==> src/rtl/axi_ic_pkg.sv <==
// Shared types and helpers for the AXI interconnect.
// Holds the AW arbiter state encoding and index wrap-around helper.
package axi_ic_pkg;

    typedef enum logic {
        AW_IDLE   = 1'b0,
        AW_LOCKED = 1'b1
    } aw_state_e;

    function automatic int wrap_idx(input int idx, input int n);
        return idx % n;
    endfunction

endpackage

==> src/rtl/rr_priority_picker.sv <==
// Round-robin winner search, purely combinational.
// Search starts one past the last grant and wraps modulo Masters_Num.
module rr_priority_picker
    import axi_ic_pkg::*;
#(
    parameter int Masters_Num = 2,
    parameter int ID_Size     = $clog2(Masters_Num)
) (
    input  logic [Masters_Num-1:0] i_req,
    input  logic [ID_Size-1:0]     i_last,
    output logic [ID_Size-1:0]     o_winner,
    output logic                   o_any
);

    logic               w_found;
    logic [ID_Size-1:0] w_idx;

    always_comb begin
        o_winner = '0;
        o_any    = |i_req;
        w_found  = 1'b0;
        w_idx    = '0;
        // Last iteration lands back on i_last, so a lone repeat requester wins.
        for (int k = 1; k <= Masters_Num; k++) begin
            w_idx = ID_Size'(wrap_idx(int'(i_last) + k, Masters_Num));
            if (!w_found && i_req[w_idx]) begin
                o_winner = w_idx;
                w_found  = 1'b1;
            end
        end
    end

endmodule

==> src/rtl/aw_rr_arbiter.sv <==
// Round-robin AW channel arbiter sharing one slave-side AW port.
// Locks a winner until its handshake; pauses arbitration while the route queue is full.
module aw_rr_arbiter
    import axi_ic_pkg::*;
#(
    parameter int Masters_Num = 2,
    parameter int ID_Size     = $clog2(Masters_Num),
    parameter int Addr_Width  = 32,
    parameter int Len_Width   = 8
) (
    input  logic                              ACLK,
    input  logic                              ARESETN,
    input  logic [Masters_Num-1:0]            M_AWVALID,
    input  logic [Masters_Num*Addr_Width-1:0] M_AWADDR,
    input  logic [Masters_Num*Len_Width-1:0]  M_AWLEN,
    output logic [Masters_Num-1:0]            M_AWREADY,
    output logic                              S_AWVALID,
    output logic [Addr_Width-1:0]             S_AWADDR,
    output logic [Len_Width-1:0]              S_AWLEN,
    input  logic                              S_AWREADY,
    input  logic                              Queue_Is_Full,
    output logic                              AW_Access_Grant,
    output logic [ID_Size-1:0]                Granted_ID,
    output logic                              Busy
);

    aw_state_e          r_state;
    aw_state_e          w_state_nxt;
    logic [ID_Size-1:0] r_gid;
    logic [ID_Size-1:0] r_last;
    logic [ID_Size-1:0] w_winner;
    logic               w_any;
    logic               w_start;
    logic               w_hs;

    rr_priority_picker #(
        .Masters_Num (Masters_Num),
        .ID_Size     (ID_Size)
    ) u_pick (
        .i_req    (M_AWVALID),
        .i_last   (r_last),
        .o_winner (w_winner),
        .o_any    (w_any)
    );

    always_ff @(posedge ACLK or negedge ARESETN) begin
        if (!ARESETN) begin
            r_state <= AW_IDLE;
        end else begin
            r_state <= w_state_nxt;
        end
    end

    // Reset points r_last at the top master so master 0 is searched first.
    always_ff @(posedge ACLK or negedge ARESETN) begin
        if (!ARESETN) begin
            r_gid  <= '0;
            r_last <= ID_Size'(Masters_Num - 1);
        end else begin
            if (w_start) begin
                r_gid <= w_winner;
            end
            if (w_hs) begin
                r_last <= r_gid;
            end
        end
    end

    always_comb begin
        w_state_nxt     = r_state;
        w_start         = 1'b0;
        w_hs            = 1'b0;
        S_AWVALID       = 1'b0;
        S_AWADDR        = '0;
        S_AWLEN         = '0;
        M_AWREADY       = '0;
        AW_Access_Grant = 1'b0;
        Busy            = 1'b0;
        unique case (r_state)
            AW_IDLE: begin
                if (!Queue_Is_Full && w_any) begin
                    w_start     = 1'b1;
                    w_state_nxt = AW_LOCKED;
                end
            end
            AW_LOCKED: begin
                S_AWVALID        = 1'b1;
                Busy             = 1'b1;
                S_AWADDR         = M_AWADDR[int'(r_gid)*Addr_Width +: Addr_Width];
                S_AWLEN          = M_AWLEN[int'(r_gid)*Len_Width +: Len_Width];
                M_AWREADY[r_gid] = S_AWREADY;
                if (S_AWREADY) begin
                    w_hs            = 1'b1;
                    AW_Access_Grant = 1'b1;
                    w_state_nxt     = AW_IDLE;
                end
            end
            default: ;
        endcase
    end

    assign Granted_ID = r_gid;

endmodule

==> config.mk <==
export PLATFORM = sky130hd
export DESIGN_NAME = aw_rr_arbiter
export DESIGN_NICKNAME = d
export VERILOG_FILES = /design/src/rtl/axi_ic_pkg.sv /design/src/rtl/rr_priority_picker.sv /design/src/rtl/aw_rr_arbiter.sv
export SDC_FILE = /design/constraint.sdc
export NUM_CORES = 1
export LEC_CHECK = 0
export ABC_AREA = 1
export BUFFER_PORTS_ARGS = -buffer_cell sky130_fd_sc_hd__buf_2
export CORE_UTILIZATION = 26
export CTS_BUF_LIST = sky130_fd_sc_hd__clkbuf_4 sky130_fd_sc_hd__clkbuf_8 sky130_fd_sc_hd__clkbuf_16
export DETAILED_ROUTE_END_ITERATION = 8
export PLACE_DENSITY_LB_ADDON = 0.08
export SYNTH_ARGS = -nofsm -noshare
export SYNTH_HDL_FRONTEND = slang
export SYNTH_SLANG_ARGS = --single-unit
==> constraint.sdc <==
create_clock -name ACLK -period 1.4 [get_ports ACLK]
set_input_delay 0.28 -clock ACLK [delete_from_list [all_inputs] [get_ports ACLK]]
set_output_delay 0.28 -clock ACLK [all_outputs]
set_load 0.03 [all_outputs]
; Word-level counts from Yosys, hierarchy flattened
; Cells that the tools add are included.
[op_classes]
add_sub_neg = 2
n_lt_le_gt_ge = 4
shift = 2
n_mux = 19
n_bitwise = 2
reduce_logical = 6
[ops]
columns = operator, n
row1 = variable part select 64 x 7 -> 32 bit, 1
row2 = 2-to-1 mux 32 bit, 1
row3 = variable part select 16 x 5 -> 8 bit, 1
row4 = 2-to-1 mux 1 bit, 14
row5 = 2-to-1 mux 8 bit, 1
row6 = "less-than comparator 1 x 2 -> 1 bit, second input constant", 3
row7 = logical AND 1 bit, 3
row8 = "adder 1 bit, second input constant", 2
row9 = AND 2 bit, 1
row10 = logical NOT 1 bit, 2
row11 = 2-to-1 mux 2 bit, 1
row12 = case mux 1 bit (2 select lines), 1
row13 = OR reduction 2 bit, 1
row14 = demux 1 bit (select 1 bit), 1
row15 = ">= comparator 1 bit, second input constant", 1
row16 = inverter 1 bit, 1
[totals]
ff_bits = 3
input_bits = 86
out_inout_bits = 46
wordCells = 38

; Depth between registers and ports, before layout
; Gate-level depths: netlist of run 1.
[depth]
word_depth = 7
mapped_depth = 5
ltp_nobuf = 5

; Cells and area by module
; Synthesis of run 1 repeated with hierarchy kept, for this count alone.
[hier_totals]
hier_cells = 153
hier_area_um2 = 754.5
[by_module_without_submodules]
columns = module, n_inst, cells_per_inst, area_per_inst_um2, seq_area_each_um2
row1 = aw_rr_arbiter, 1, 150, 739.5, 76.3
row2 = rr_priority_picker, 1, 3, 15.0, 0.0

; Least setup slack after synthesis of run 1
; Ideal clock, no wire load.
[synth_path]
path_type = reg-to-output
start = reg r_gid (netlist: Granted_ID)
end = out S_AWADDR[28]
arrival_time_ps = 1328
required_time_ps = 1120
path_slack_ps = -208
stages_incl_launch_ff = 4
path_buffers = 1
cell_sequence = dfrtp_1 -> clkbuf_2 -> o21ai_0 -> nor2_1
[synth_between]
elab_chain_cells = 2
[synth_rtl]
columns = item, line_no
row1 = "start, declared", aw_rr_arbiter.sv:29  ; logic [ID_Size-1:0] r_gid;
row2 = "start signal, assigned", aw_rr_arbiter.sv:61  ; r_gid <= w_winner;
row3 = variable part select 64 x 7 -> 32 bit, aw_rr_arbiter.sv:89  ; S_AWADDR = M_AWADDR[int'(r_gid)*Addr_Width +: Addr_Width];
row4 = 2-to-1 mux 32 bit, aw_rr_arbiter.sv:79  ; unique case (r_state)
row5 = "end, declared", aw_rr_arbiter.sv:18  ; output logic [Addr_Width-1:0] S_AWADDR,
; No other way between the ends.

; Final worst setup path of run 1
[layout_path]
start = reg r_gid (netlist: Granted_ID)
end = out S_AWADDR[20]
; Same word-level chain as after synthesis.

==> results of run 1 <==
[worst max-delay path: cells and delay by family (launching register included)]
family | cells | cell delay (ns)
buf+inv | 3 | 0.38
flops | 1 | 0.45
simple gates | 2 | 0.18
[path summary, 6_finish.rpt]
path                            start           end  slack, ns
setup reg to reg              r_state    Granted_ID       0.22
min in group asynchronous     ARESETN       r_state       0.38
setup / recovery           Granted_ID  S_AWADDR[20]      -0.14
max in group asynchronous     ARESETN        r_last       0.82
hold / removal              S_AWREADY       r_state       0.29
hold reg to reg                r_last        r_last       0.51
[final cells by class]
type                            instances  share of cell area, %
Timing Repair Buffer                  143                   53.8
Multi-Input combinational cell        133                   37.6
Sequential cell                         3                   4.03
Tap cell                               30                   1.92
Clock buffer                            4                   1.53
Inverter                                5                   1.09
[registers in the layout (all words and copies together) (netlist names)]
name and cells:
r_state 1, Granted_ID 1, r_last 1
[metal layers]
layer,track usage [%],part of all wire (%),vias to the layer above
li1,-,-,759
met5,0,0,-
met4,2.56,0,0
met3,2.50,7.3,0
met2,42.1,58,56
met1,21.4,35,661
[cell usage after synthesis (all sizes together)]
library cell	instances	area (sq um)
dfstp	1	26.3
inv	5	18.8
dfrtp	2	50.1
buf	10	55.1
nor2	85	319
nand3	1	5.00
nand2	6	22.5
clkbuf	3	15.0
o21ai	41	205
[kinds of logic after synthesis]
kind of cell	Yosys count
AND/OR/NAND/NOR	92
flip-flops	3
buffers and inverters	18
AO/OA/AOI/OAI	41
[metrics by stage]
step	std cells	TNS (ns)	power [uW]	setup WS [ns]
after detailed placement	311	0	1640	0.0461
after global placement	311	0	1630	0.0731
final	318	-4.54	2260	-0.137
after floorplan	154	0	1170	0.000125
after global routing	318	-7.10	2410	-0.208
after CTS	316	-4.58	2080	-0.126
[power by group]
part           internal, uW  switching [uW]
clock network           126            49.8
logic                   803            1130
registers               119            32.9
total                  1050            1210
[what timing repair did]
| action | CTS | global route |
|---|---|---|
| endpoints found under the setup margin | 42 | 43 |
| endpoints found under the hold margin | 2 | 0 |
| pin swaps | 1 | 2 |
| buffers inserted | 0 | 2 |
| gates resized for setup | 101 | 45 |
| hold buffers | 1 | 0 |
==> run_results.csv, run 1 <==
group,metric,value,unit
placed_design,finalWeightedCongestion,0.727,
floorplan,core_area,0.00254,sq mm
timing,min_period,1.54,ns
global_route,gr-total-overflow,0,
global_route,grt_pass1_wl,4.55,mm
placed_design,post_dp_cell_area,0.00154,sq mm
hold_path,hold_class,"input pin to register",
clock_tree,cts.sinks,3,
routing,via_count,1476,
synth,synth-xor-area-share,0,%
routing,viasPerCell,4.64,
synth,synth_cell_types,12,
timing,setup_ws,-0.137,ns
synth,yosys.area_share.simple,48.3,%
clock_tree,htreeDepth,1,
timing,whs,0.290,ns
routing,drt_iter0_drc,4,
worst_setup_path,path_max_fanout,21,
finish,fin_area,0.00196,sq mm
worst_setup_path,crit_chain,"inv_4 > buf_12 > nor2_1 > nor2_2 > buf_6",
timing,finalCritPeriodShare,110,%
synth,synthCells,154,
global_route,grt_usage,20.2,%
clock_tree,path_clk_slew,0.04,ns
clock_tree,cts_buffer_depth,2,
clock_tree,cts_root_buffer,"clkbuf_4",
synth,syn_area,717,sq um
worst_setup_path,r2r_cells,6,
timing,setup_viol,43,
hold_path,whs_path_depth,2,
synth,synth_top_family_by_area,"simple AND/OR/NAND/NOR gates",
synth,synth-compound-area-share,28.6,%
worst_setup_path,required,1.12,ns
synth,avgSynthCellArea,4.66,sq um
power,p_per_area,1150,mW/mm^2
timing,hold_viol,0,
status,status,"finished, violations left",
timing,rsz0062_at_grt,"yes",
worst_setup_path,endpoint_kind,"output pin",
worst_setup_path,crit_arrival,1.26,ns
timing,worst_pin_slew,0.163,ns
worst_setup_path,slowest_stage,"dfrtp_2",
routing,ant_nets,0,
power,p_leak,0.00103,uW
timing,slew_headroom,89.1,%
placed_design,place.port_buffers,131,
timing,maxSlewViolCount,0,
power,max-vdd-ir-drop,0.00103,V
synth,synth_nets,240,
worst_setup_path,critPathKind,"register to output pin",
finish,multi_input_area,737,sq um
timing,finalClockSkew,0.00210,ns
finish,nFillCells,227,
routing,drc_errors,0,
floorplan,start_util,28.2,%
global_route,grt_antenna_before_repair,0,
finish,final_util,76.9,%
timing,fmax,651,MHz
floorplan,ios,132,
worst_setup_path,cp-start-kind,"register",
routing,drt_wl_total,3.64,mm
finish,area_growth,173,%
floorplan,die_y,54.5,microns
synth,synthMuxAreaShare,0,%
finish,layout_commonest_cell,"buf_2",
finish,mostFrequentLayoutCells,"buf_2 (88), nor2_2 (44), buf_6 (44)",
global_route,grt_max_degree,22,
synth,yosys_warnings,0,
placed_design,hpwl,2.57,mm
floorplan,fp.dieW,54.5,microns
synth,ys_seq_area_share,10.6,%
global_route,grt_pass1_vias,1154,
synth,synthAdderAreaFrac,0,%
status,violations,"setup timing",
finish,seq_area,78.8,sq um
clock_tree,clk_latency,0.24,ns
clock_tree,numCtsBuffers,3,
flow_run,cap_violations,0,
synth,ys_ff_latch,3,
routing,wl_per_cell,11.4,microns
finish,antenna_cells,0,
routing,firstDrtPassIters,4,
worst_setup_path,critPathMaxStageDelay,0.45,ns
floorplan,dieArea,0.00297,sq mm
floorplan,num_rows,18,
finish,drive_gt1_share,74.0,%
finish,nNetsFinal,375,
clock_tree,cts_tree,"yes",
No activity file was read; power rests on OpenSTA's default activity.
==> inputs of run 2 (changes only) <==
==> constraint.sdc (replaced) <==
create_clock -name ACLK -period 1.45 [get_ports ACLK]
set_input_delay 0.29 -clock ACLK [delete_from_list [all_inputs] [get_ports ACLK]]
set_output_delay 0.29 -clock ACLK [all_outputs]
set_load 0.03 [all_outputs]
==> run 2 against run 1 <==
- power shrank 1.8%
- routed wire length is 0.93% higher
- final area is 1.7% higher
- via count hardly changed
- the flow still finishes with violations (setup timing)
- worst hold slack better by 0.020 ns
- flip-flop and latch count unchanged
- utilization is 1.3 points higher
==> run_results.csv, run 2 (synthesis gave the netlist of run 1 again) <==
group,metric,value,unit
worst_setup_path,critPathKind,"register to output pin",
routing,via_count,1475,
global_route,grt_usage,19.8,%
routing,drt_iter0_drc,20,
power,p_per_area,1120,mW/mm^2
clock_tree,numCtsBuffers,3,
placed_design,post-place-ws,0.108,ns
floorplan,ios,132,
worst_setup_path,r2r_cells,5,
placed_design,place.port_buffers,131,
placed_design,hpwl,2.56,mm
floorplan,core_area,0.00254,sq mm
worst_setup_path,cpMostUsedCell,"nor2_2",
timing,fin_tns_setup,-3.09,ns
routing,viasPerCell,4.61,
status,violations,"setup timing",
placed_design,finalWeightedCongestion,0.725,
worst_setup_path,required,1.16,ns
finish,antenna_cells,0,
clock_tree,cts_buffer_depth,2,
routing,ant_nets,0,
finish,drive_gt1_share,84.5,%
timing,whs,0.309,ns
finish,mostFrequentLayoutCells,"buf_2 (88), nor2_2 (76), buf_4 (36)",
timing,setup_ws,-0.0999,ns
timing,rsz0062_at_grt,"yes",
floorplan,num_rows,18,
clock_tree,cts_tree,"yes",
timing,setup_viol,41,
worst_setup_path,slowest_stage,"dfrtp_2",
status,status,"finished, violations left",
flow_run,cap_violations,0,
worst_setup_path,reg2reg_setup_slack,0.31,ns
timing,finalClockSkew,0.00541,ns
timing,maxSlewViolCount,0,
hold_path,hold_class,"input pin to register",
clock_tree,htreeDepth,1,
timing,min_period,1.55,ns
finish,nNetsFinal,377,
routing,firstDrtPassIters,4,
hold_path,min_from,"M_AWVALID[1]",
routing,drc_errors,0,
clock_tree,cts.sinks,3,
global_route,grt_pass1_wl,4.42,mm
routing,drt_wl_total,3.68,mm
global_route,grt_pass1_vias,1053,
worst_setup_path,crit_chain,"clkinv_4 > clkbuf_16 > nor2_2 > nor2_2 > buf_4",
floorplan,dieArea,0.00297,sq mm
global_route,grt_max_degree,22,
hold_path,whs_path_depth,3,
worst_setup_path,timing.rr.end,"Granted_ID",
timing,finalCritPeriodShare,107,%
floorplan,die_y,54.5,microns
worst_setup_path,endpoint_kind,"output pin",
power,p_leak,0.00102,uW
global_route,gr-total-overflow,0,
timing,hold_viol,0,
timing,fmax,645,MHz
worst_setup_path,path_max_fanout,10,
timing,slew_headroom,87.9,%
floorplan,fp.dieW,54.5,microns
finish,fin_area,0.00199,sq mm
clock_tree,cts_root_buffer,"clkbuf_4",
finish,area_growth,178,%
clock_tree,path_clk_slew,0.04,ns
floorplan,start_util,28.2,%
finish,layout_commonest_cell,"buf_2",
routing,wl_per_cell,11.5,microns
placed_design,post_dp_cell_area,0.00154,sq mm
power,max-vdd-ir-drop,0.000954,V
clock_tree,clk_latency,0.24,ns
global_route,grt_antenna_before_repair,0,
finish,nFillCells,206,
worst_setup_path,crit_arrival,1.26,ns
worst_setup_path,timing.rr.start,"r_state",
timing,worst_pin_slew,0.181,ns
hold_path,hold_end,"Granted_ID",
worst_setup_path,critPathMaxStageDelay,0.42,ns
worst_setup_path,cp-start-kind,"register",
## run 2: cell types whose count changed in the layout (fill, tap and decap cells not counted), sizes merged
| cell | before | now |
|---|---|---|
| clkbuf | 4 | 7 |
| buf | 142 | 141 |
| inv | 5 | 4 |
| clkinv | 0 | 1 |
## run 2: repair_timing
| item | CTS | global route |
|---|---|---|
| endpoints found under the hold margin | 2 | 0 |
| buffers inserted | 1 | 1 |
| setup endpoints to repair | 43 | 43 |
| cloned | 0 | 2 |
| pin swaps | 1 | 2 |
| gates resized for setup | 79 | 73 |
| hold buffers | 1 | 0 |
## run 2: metal layers
metal  part of all wire (%)  global-route usage, %  vias to the layer above  routed length (microns)
met5                      0                      0                        -                        0
met4                   0.24                   3.85                        0                        9
met3                    6.4                   1.94                        2                      236
met2                     56                   38.6                       55                     2060
met1                     37                   22.7                      652                     1360
li1                       -                      -                      766                        -
## run 2: how the worst max path moves through the flow
stage | startpoint | slack, ns | end
2_1_floorplan | Granted_ID | 0.04 | S_AWADDR[29]
5_1_grt | Granted_ID | -0.17 | S_AWADDR[17]
6_report | Granted_ID | -0.1 | S_AWADDR[8]
3_5_place_dp | Granted_ID | 0.11 | S_AWADDR[31]
3_3_place_gp | Granted_ID | 0.11 | S_AWADDR[26]
4_1_cts | Granted_ID | -0.10 | S_AWADDR[20]
## run 2: per-stage QoR
stage | util, % | total power (uW) | instances
after floorplan | - | 1130 | 154
after global placement | 60.4 | 1570 | 311
after detailed placement | 60.4 | 1580 | 311
after CTS | 67.4 | 1930 | 317
after global routing | 78.2 | 2380 | 320
final | 78.2 | 2220 | 320
## run 2: area by class of cell
cell class | count | area [sq um] | area share, %
Clock buffer | 4 | 30.0 | 1.51
Inverter | 5 | 23.8 | 1.19
Multi-Input combinational cell | 133 | 833 | 41.9
Sequential cell | 3 | 78.8 | 3.96
Tap cell | 30 | 37.5 | 1.89
Timing Repair Buffer | 145 | 987 | 49.6
## run 2: power breakdown
group	switching, uW	internal [uW]
clock	49.0	122
sequential	32.9	115
combinational	1130	768
## run 2: worst max-delay path: cells and delay by family (launching register included)
kind                   cells  cell delay [ns]
buffers and inverters      3             0.45
and+or+nand+nor            2             0.15
DFF                        1             0.42
